### src/rtl/checker_golden_ram.sv
// -----------------------------------------------------------------------------
// checker_golden_ram
//   Golden-value table, DEPTH x DATA_W. One synchronous write port and one
//   asynchronous read port. Contents are deliberately not reset so a table
//   loaded once survives checker resets.
//   Ports:
//     clk   - write clock
//     wen   - write enable (writes with widx >= DEPTH are dropped)
//     widx  - write index
//     wdata - write data
//     ridx  - read index (reads with ridx >= DEPTH return 0)
//     rdata - combinational read data
// -----------------------------------------------------------------------------
module checker_golden_ram #(
  parameter int DEPTH  = 31,
  parameter int DATA_W = 32,
  parameter int IDX_W  = 10
) (
  input  logic              clk,
  input  logic              wen,
  input  logic [IDX_W-1:0]  widx,
  input  logic [DATA_W-1:0] wdata,
  input  logic [IDX_W-1:0]  ridx,
  output logic [DATA_W-1:0] rdata
);

  localparam int AW = (DEPTH > 1) ? $clog2(DEPTH) : 1;

  logic [DATA_W-1:0] mem [DEPTH];

  always_ff @(posedge clk) begin
    if (wen && (widx < IDX_W'(DEPTH))) begin
      mem[widx[AW-1:0]] <= wdata;
    end
  end

  assign rdata = (ridx < IDX_W'(DEPTH)) ? mem[ridx[AW-1:0]] : '0;

endmodule

### config.mk
export PLATFORM = sky130hd
export DESIGN_NAME = checker_golden_ram
export DESIGN_NICKNAME = d
export VERILOG_FILES = /design/src/rtl/checker_golden_ram.sv
export SDC_FILE = /design/constraint.sdc
export NUM_CORES = 1
export LEC_CHECK = 0
export ABC_AREA = 1
export CELL_PAD_IN_SITES_DETAIL_PLACEMENT = 2
export CELL_PAD_IN_SITES_GLOBAL_PLACEMENT = 2
export CORE_MARGIN = 2
export CORE_UTILIZATION = 42
export CTS_CLUSTER_DIAMETER = 100
export DETAILED_ROUTE_END_ITERATION = 7
export PLACE_DENSITY_LB_ADDON = 0.1
export SLEW_MARGIN = 20
export SYNTH_ARGS = -nofsm -noshare
export SYNTH_HDL_FRONTEND = slang
export SYNTH_SLANG_ARGS = --single-unit
### constraint.sdc
create_clock -name clk -period 4.7 [get_ports clk]
set_input_delay 0.94 -clock clk [delete_from_list [all_inputs] [get_ports clk]]
set_output_delay 0.94 -clock clk [all_outputs]
set_load 0.01 [all_outputs]
After elaboration in Yosys (flattened, before gate mapping)
Memories as Yosys holds them, arrays and structs flattened.
Cells that the tools add are included.
{"block": "totals", "ff_bits": 0, "mem_bits_rw": 992, "in_bits": 54, "mem_count": 1}
{"name": "mem", "words": 31, "width": 32, "read_ports": 1, "rd_clocked_by_memory_dff": 0, "write_ports": 1, "line": "29", "text": "logic [DATA_W-1:0] mem [DEPTH];"}
{"block": "classes", "magnitude_cmp": 2, "muxes": 3, "reduce_logical": 1}
{"cell": "32-bit 2-to-1 mux", "count": 1}
{"cell": "10-bit by 5-bit < comparator with 1-bit output (second input constant)", "count": 2}
{"cell": "1-bit 2-to-1 mux", "count": 2}
{"cell": "1-bit logical AND", "count": 1}

Longest topological paths before layout
Gate-level depths: netlist (run 1).
{"block": "logic_depth", "ltp_word": 4, "depth_mapped": 14}

Worst setup path after synthesis (run 1)
OpenSTA, ideal clock, no wires.
{"block": "synth_path", "path_type": "input to register", "start": "input widx[9]", "end": "memory mem[10][0], enable pin", "setup_ns": 0.421, "arrival_time_ns": 3.163, "slack_ns": 1.115, "path_stages": 4, "n_path_buf": 0, "cell_sequence": "or2_2 -> a211oi_2 -> nand3_1 -> nor2_1"}
{"block": "synth_between", "elab_chain_len": 4}
{"item": "from (decl)", "line": "21", "text": "input logic [IDX_W-1:0] widx,"}
{"item": "10-bit by 5-bit < comparator with 1-bit output", "line": "32", "text": "if (wen && (widx < IDX_W'(DEPTH))) begin"}
{"item": "1-bit logical AND", "line": "32"}
{"item": "1-bit 2-to-1 mux", "line": "32"}
{"item": "1-bit 2-to-1 mux (not written as such)", "line": "33", "text": "mem[widx[AW-1:0]] <= wdata;"}
{"item": "to (decl)", "line": "29"}
No other way between the ends.

Final worst setup path (run 1)
{"block": "layout_path", "start": "input ridx[3]", "end": "output rdata[24]"}
{"block": "layout_between", "elab_chain_len": 2, "word_cells_on_any_way": 3, "cone_classes": "order compare (1); mux (1); memory (1)"}
{"item": "from (decl)", "line": "23", "text": "input logic [IDX_W-1:0] ridx,"}
{"item": "10-bit by 5-bit < comparator with 1-bit output or memory read 31 x 32 bit (tied branches)"}
{"item": "32-bit 2-to-1 mux *", "line": "37", "text": "assign rdata = (ridx < IDX_W'(DEPTH)) ? mem[ridx[AW-1:0]] : '0;"}
{"item": "to (decl)", "line": "24", "text": "output logic [DATA_W-1:0] rdata"}
Every way passes the cells marked *; elsewhere a longest branch is shown, timed or not.

==> impl_metrics.tcl, run 1 <==
set metrics [dict create \
    cts_tree "built" \
    synth_flop_cell "edfxtp_1" \
    synth_seq_cells 992 \
    yosysTopAreaCell "edfxtp_1" \
    avgSynthCellArea_um2 11.26 \
    antenna_found_initial 14 \
    syn2layout_area_growth_pct 16.36 \
    fin_crit_sh_pct 99.25 \
    fin_util_pct 49.20 \
    hpwl_um 92280 \
    hp-class "in -> reg" \
    leakagePower_nw 17.47 \
    synthTopCellsByCount "nand2_1 (1,075), edfxtp_1 (992), nor2_1 (613), nand3_1 (243), o21ai_0 (225)" \
    grt_use_total_pct 31.09 \
    overflow 0 \
    ios 86 \
    grt_pass1_vias 32351 \
    port_buffers 85 \
    hold_viol_final 0 \
    finalWeightedCongestion 0.8321 \
    crit_type "in -> out" \
    tightestPinTransition_ns 1.093 \
    ctsHtreeMaxLevel 3 \
    root_buffer "clkbuf_16" \
    drive_gt1_share_pct 10.03 \
    whs_path_depth 1 \
    routed_wl_um 153300 \
    grt_pass1_wl_um 223000 \
    synth.distinct_cells 25 \
    row_count 114 \
    peakVddDrop_v 0.0003161 \
    drt_first_pass_iters 7 \
    endpoint_kind "output pin" \
    setup_viol 0 \
    ys_warn_count 0 \
    drv_cap 0 \
    largest_register_ffs 992 \
    start_kind "input pin" \
    slew-limit-headroom_pct 26.88 \
    clkTransAtPathRegs_ns 0.06 \
    die-area_um2 99720 \
    drtAntennaViolNets 0 \
    synth_area_leaders "edfxtp_1 (73%), nand2_1 (9.9%), nor2_1 (5.6%)" \
    max_freq_mhz 214.4 \
    min_period_ns 4.665 \
    syn_nets 3681 \
    cp.arrival_ns 3.72 \
    busiest_layer "met2" \
    die_x_um 315.8 \
    finalNetCount 3841 \
    finalMaxSlewViolations 0 \
    coreArea_um2 96570 \
    grt_max_degree 115 \
    grtUsageMet3_pct 4.454 \
    vias_per_cell 5.708 \
    numCtsBuffers 109 \
    mappedNetlistArea_um2 40830 \
    netlist.area_leader.share_pct 72.96 \
    async_reset_ff_share_pct 0 \
    synth_cells 3627 \
    drc 0 \
    cp.required_ns 3.76 \
    synth_edf_count 992 \
    wl_per_cell_um 29.74 \
    rsz0062_at_grt "false" \
    seq_area_frac_synth_pct 72.96 \
    cts.sinks 992 \
    grt_use_met1_pct 39.94 \
    synth.most_common_cell "nand2_1" \
    cp_max_fo 20 \
    dieHeight_um 315.8 \
    postCtsSetupBuffers 0 \
    power_density_nw_per_um2 406.0 \
    vias 29423 \
    whs_ns 0.7865 \
    groute.layer.met2.usage_pct 54.53 \
    status "completed" \
    drt_iter0_drc 2812 \
    tns_ns 0 \
    cts_buffer_depth 3 \
    initial_core_util_pct 42.28 \
]
-- final timing paths --
path	to	slack, ns	startpoint
setup / recovery	rdata[24]	0.04	ridx[3]
hold / removal	mem[20][10]	0.79	wdata[10]
-- repair_timing --
item	CTS	global route
hold buffers	0	0
setup endpoints to repair	0	13
gates resized for setup	0	7
endpoints found under the hold margin	0	0
-- kinds of logic (layout without fill, tap and decap cells) --
| family | count (synthesis) | after routing | synth area share, % |
|---|---|---|---|
| compound gates | 339 | 339 | 4.192 |
| buf+inv | 354 | 604 | 4.168 |
| flops | 992 | 992 | 72.96 |
| other cells | 0 | 2 | 0 |
| simple gates | 1942 | 1942 | 18.68 |
-- per-layer routing --
layer | vias up | wire (um) | share of wire, %
li1 | 12596 | - | -
met4 | 12 | 4815 | 3.1
met3 | 280 | 8272 | 5.4
met5 | - | 71 | 0.046
met2 | 883 | 77730 | 51
met1 | 15652 | 62420 | 41
-- power by group --
| group | switching (W) | internal (W) | leakage [nW] |
|---|---|---|---|
| Sequential | 0.00000155 | 0.00974 | 8.91 |
| Combinational | 0.000865 | 0.000307 | 6.88 |
| Clock | 0.00360 | 0.00478 | 1.68 |
| Total | 0.00446 | 0.0148 | 17.5 |
-- per-stage QoR --
stage                     setup slack (ns)  cells  instance area, um2  power [W]
after floorplan                      1.115   3627               40830    0.01050
after global placement             0.07838   4952               44190    0.01103
after detailed placement           0.04918   4952               44170    0.01109
after CTS                          0.01317   5153               47570    0.01941
after global routing               0.03944   5155               47510    0.01979
final                              0.03522   5155               47510    0.01929
-- cell type report --
type / count / area (um2)
sequential: 992 / 29790
inverter: 157 / 610.6
tap: 1276 / 1597
clock inverter: 69 / 541.8
timing repair buffer: 246 / 2521
antenna: 2 / 5.005
clock buffer: 132 / 2856
fill: 9534 / 49060
multi-input combinational: 2281 / 9589
-- critical path, stage by stage --
cell             delay (ns)
clkdlybuf4s50_1        0.54
buf_4                  0.25
clkinv_2               0.10
buf_4                  0.34
nand3_1                0.37
nand2_1                0.19
nand2_1                0.12
nor2_1                 0.16
buf_4                  0.14
clkdlybuf4s50_1        0.54
-- layout by cell type, fill, tap and decap left out, types with 30 or more instances in the layout --
cell type	instances
a21oi_1	58
buf_12	45
buf_4	115
clkbuf_16	111
clkdlybuf4s50_1	58
clkinv_1	30
edfxtp_1	992
inv_1	149
nand2_1	1075
nand3_1	243
nor2_1	580
nor2_4	33
o21ai_0	225
o21ai_1	54
Note: power is estimated with default switching activity, not from simulation.
==> run 2, diff against run 1 <==
--- a/config.mk
+++ b/config.mk
@@ -6,13 +6,15 @@
 export NUM_CORES = 1
 export LEC_CHECK = 0
 export ABC_AREA = 1
+export ABC_CLOCK_PERIOD_IN_PS = 4700
 export CELL_PAD_IN_SITES_DETAIL_PLACEMENT = 2
 export CELL_PAD_IN_SITES_GLOBAL_PLACEMENT = 2
 export CORE_MARGIN = 2
 export CORE_UTILIZATION = 42
 export CTS_CLUSTER_DIAMETER = 100
 export DETAILED_ROUTE_END_ITERATION = 7
-export PLACE_DENSITY_LB_ADDON = 0.1
+export GPL_TIMING_DRIVEN = 0
+export PLACE_DENSITY = 0.83
 export SLEW_MARGIN = 20
 export SYNTH_ARGS = -nofsm -noshare
 export SYNTH_HDL_FRONTEND = slang
==> impl_metrics.tcl, run 2 (same netlist as run 1, synthesis figures left out) <==
set metrics [dict create \
    violations "negative setup slack" \
    leakagePower_nw 17.83 \
    cts_tree "built" \
    ctsHtreeMaxLevel 3 \
    finalNetCount 3929 \
    drv_cap 0 \
    setup_viol 59 \
    routed_wl_um 184600 \
    root_buffer "clkbuf_16" \
    startpoint "ridx[4]" \
    clkTransAtPathRegs_ns 0.06 \
    rsz0062_at_grt "true" \
    min_from "wdata[4]" \
    finalMaxSlewViolations 0 \
    cts_hold_buf 0 \
    max_freq_mhz 208.1 \
    cp.arrival_ns 3.86 \
    cp.required_ns 3.76 \
    finalPower_w 0.01983 \
    drc 0 \
    whs_path_depth 1 \
    cts_buffer_depth 3 \
    drive_gt1_share_pct 12.18 \
    antenna_found_initial 14 \
    largest_register_ffs 992 \
    grt_use_total_pct 37.05 \
    hold_end "mem[7][4]" \
    ios 86 \
    overflow 0 \
    final_common_cell "nand2_1" \
    drt_iter0_drc 4005 \
    cts.sinks 992 \
    syn2layout_area_growth_pct 18.39 \
    wl_per_cell_um 35.20 \
    numCtsBuffers 105 \
    vias 31858 \
    grt_max_degree 32 \
    cp_max_fo 10 \
    fin_crit_sh_pct 102.2 \
    initial_core_util_pct 42.28 \
    grt_pass1_vias 34918 \
    n_fill_cell 9498 \
    row_count 114 \
    layout_common_cells "nand2_1 (1,066), edfxtp_1 (992), nor2_1 (565), nand3_1 (237), o21ai_0 (223)" \
    grt_pass1_wl_um 258900 \
    hold_viol_final 0 \
    slew-limit-headroom_pct 18.56 \
    hp-class "in -> reg" \
    vias_per_cell 6.074 \
    start_kind "input pin" \
    finalWeightedCongestion 0.9128 \
    drtAntennaViolNets 0 \
    min_period_ns 4.804 \
    coreArea_um2 96570 \
    port_buffers 83 \
    endpoint_kind "output pin" \
    power_density_nw_per_um2 410.3 \
    status "finished, violations left" \
    die-area_um2 99720 \
    seq_area_um2 29790 \
    hpwl_um 119400 \
    crit_type "in -> out" \
    multi_input_area_um2 9674 \
    die_x_um 315.8 \
    whs_ns 0.5049 \
    tightestPinTransition_ns 1.219 \
    drt_first_pass_iters 5 \
    peakVddDrop_v 0.0003365 \
    dieHeight_um 315.8 \
    setup_slack_ns -0.1043 \
]
-- run 2: cell types whose count changed in the layout (fill, tap and decap cells not counted), moves of 9 or more --
cell | previous run | this run
buf_16 | 0 | 34
clkbuf_2 | 1 | 18
nand2_1 | 1075 | 1066
nor2_2 | 2 | 17
buf_4 | 115 | 43
nand2_2 | 0 | 9
clkinv_1 | 30 | 17
buf_1 | 0 | 10
clkbuf_1 | 21 | 56
buf_12 | 45 | 22
nor2_1 | 580 | 565
clkdlybuf4s50_1 | 58 | 49
buf_6 | 1 | 23
buf_2 | 23 | 102
-- run 2: how the worst max path moves through the flow --
stage	endpoint	slack (ns)	cells past startpoint
5_1_grt	rdata[13]	-0.15	12
3_5_place_dp	rdata[30]	-1.24	11
3_3_place_gp	mem[22][12]	-1.62	6
4_1_cts	rdata[20]	0.007	9
6_report	rdata[13]	-0.10	7
2_1_floorplan	mem[10][0]	1.12	4
-- run 2: report_power, final --
| group | leakage, nW | switching [W] | internal [W] | total, W |
|---|---|---|---|---|
| Clock | 1.64 | 0.00385 | 0.00474 | 0.00859 |
| Combinational | 7.28 | 0.00116 | 0.000350 | 0.00151 |
| Sequential | 8.91 | 0.00000201 | 0.00973 | 0.00973 |
| Total | 17.8 | 0.00501 | 0.0148 | 0.0198 |
-- run 2: layout make-up --
type | count | area share (%)
diodes | 4 | 0.02071
plain buffers | 196 | 2.503
clock buffers | 139 | 5.876
clock inverters | 58 | 1.085
inverters | 157 | 1.250
multi-input cells | 2281 | 20.02
flip-flops and latches | 992 | 61.63
well taps | 1276 | 3.303
repair buffers | 142 | 4.318
-- run 2: through the flow --
step / cells / worst slack (ns) / area (um2) / util [%] / setup TNS [ns]
floorplan: 3627 / 1.115 / 40830 / - / 0
detailed placement: 5043 / -1.243 / 44710 / 46.30 / -141.34
global placement: 4986 / -1.621 / 43260 / 44.79 / -1299.80
global route: 5242 / -0.1484 / 48330 / 50.05 / -0.1523
finish: 5245 / -0.1043 / 48340 / 50.05 / -1.318
CTS: 5242 / 0.007282 / 48260 / 49.98 / 0
-- run 2: timing repair --
item / 4_1_cts / 5_1_grt
buffers inserted: 2 / 0
endpoints found under the setup margin: 32 / 23
pin swaps: 1 / 0
gates resized for setup: 77 / 28
-- run 2: layer usage --
metal	global-route usage, %	vias up	wire length, um
li1	-	12777	-
met1	44.21	16436	65460
met2	61.44	1994	88590
met3	6.887	645	16000
met4	24.78	6	14530
met5	0	-	39
-- run 2: worst max-delay path: stages --
cell             delay (ns)
clkdlybuf4s50_1        0.53
clkbuf_4               0.30
a31oi_2                0.44
buf_4                  0.36
nand2_1                0.40
nor2_1                 0.29
clkdlybuf4s50_1        0.57
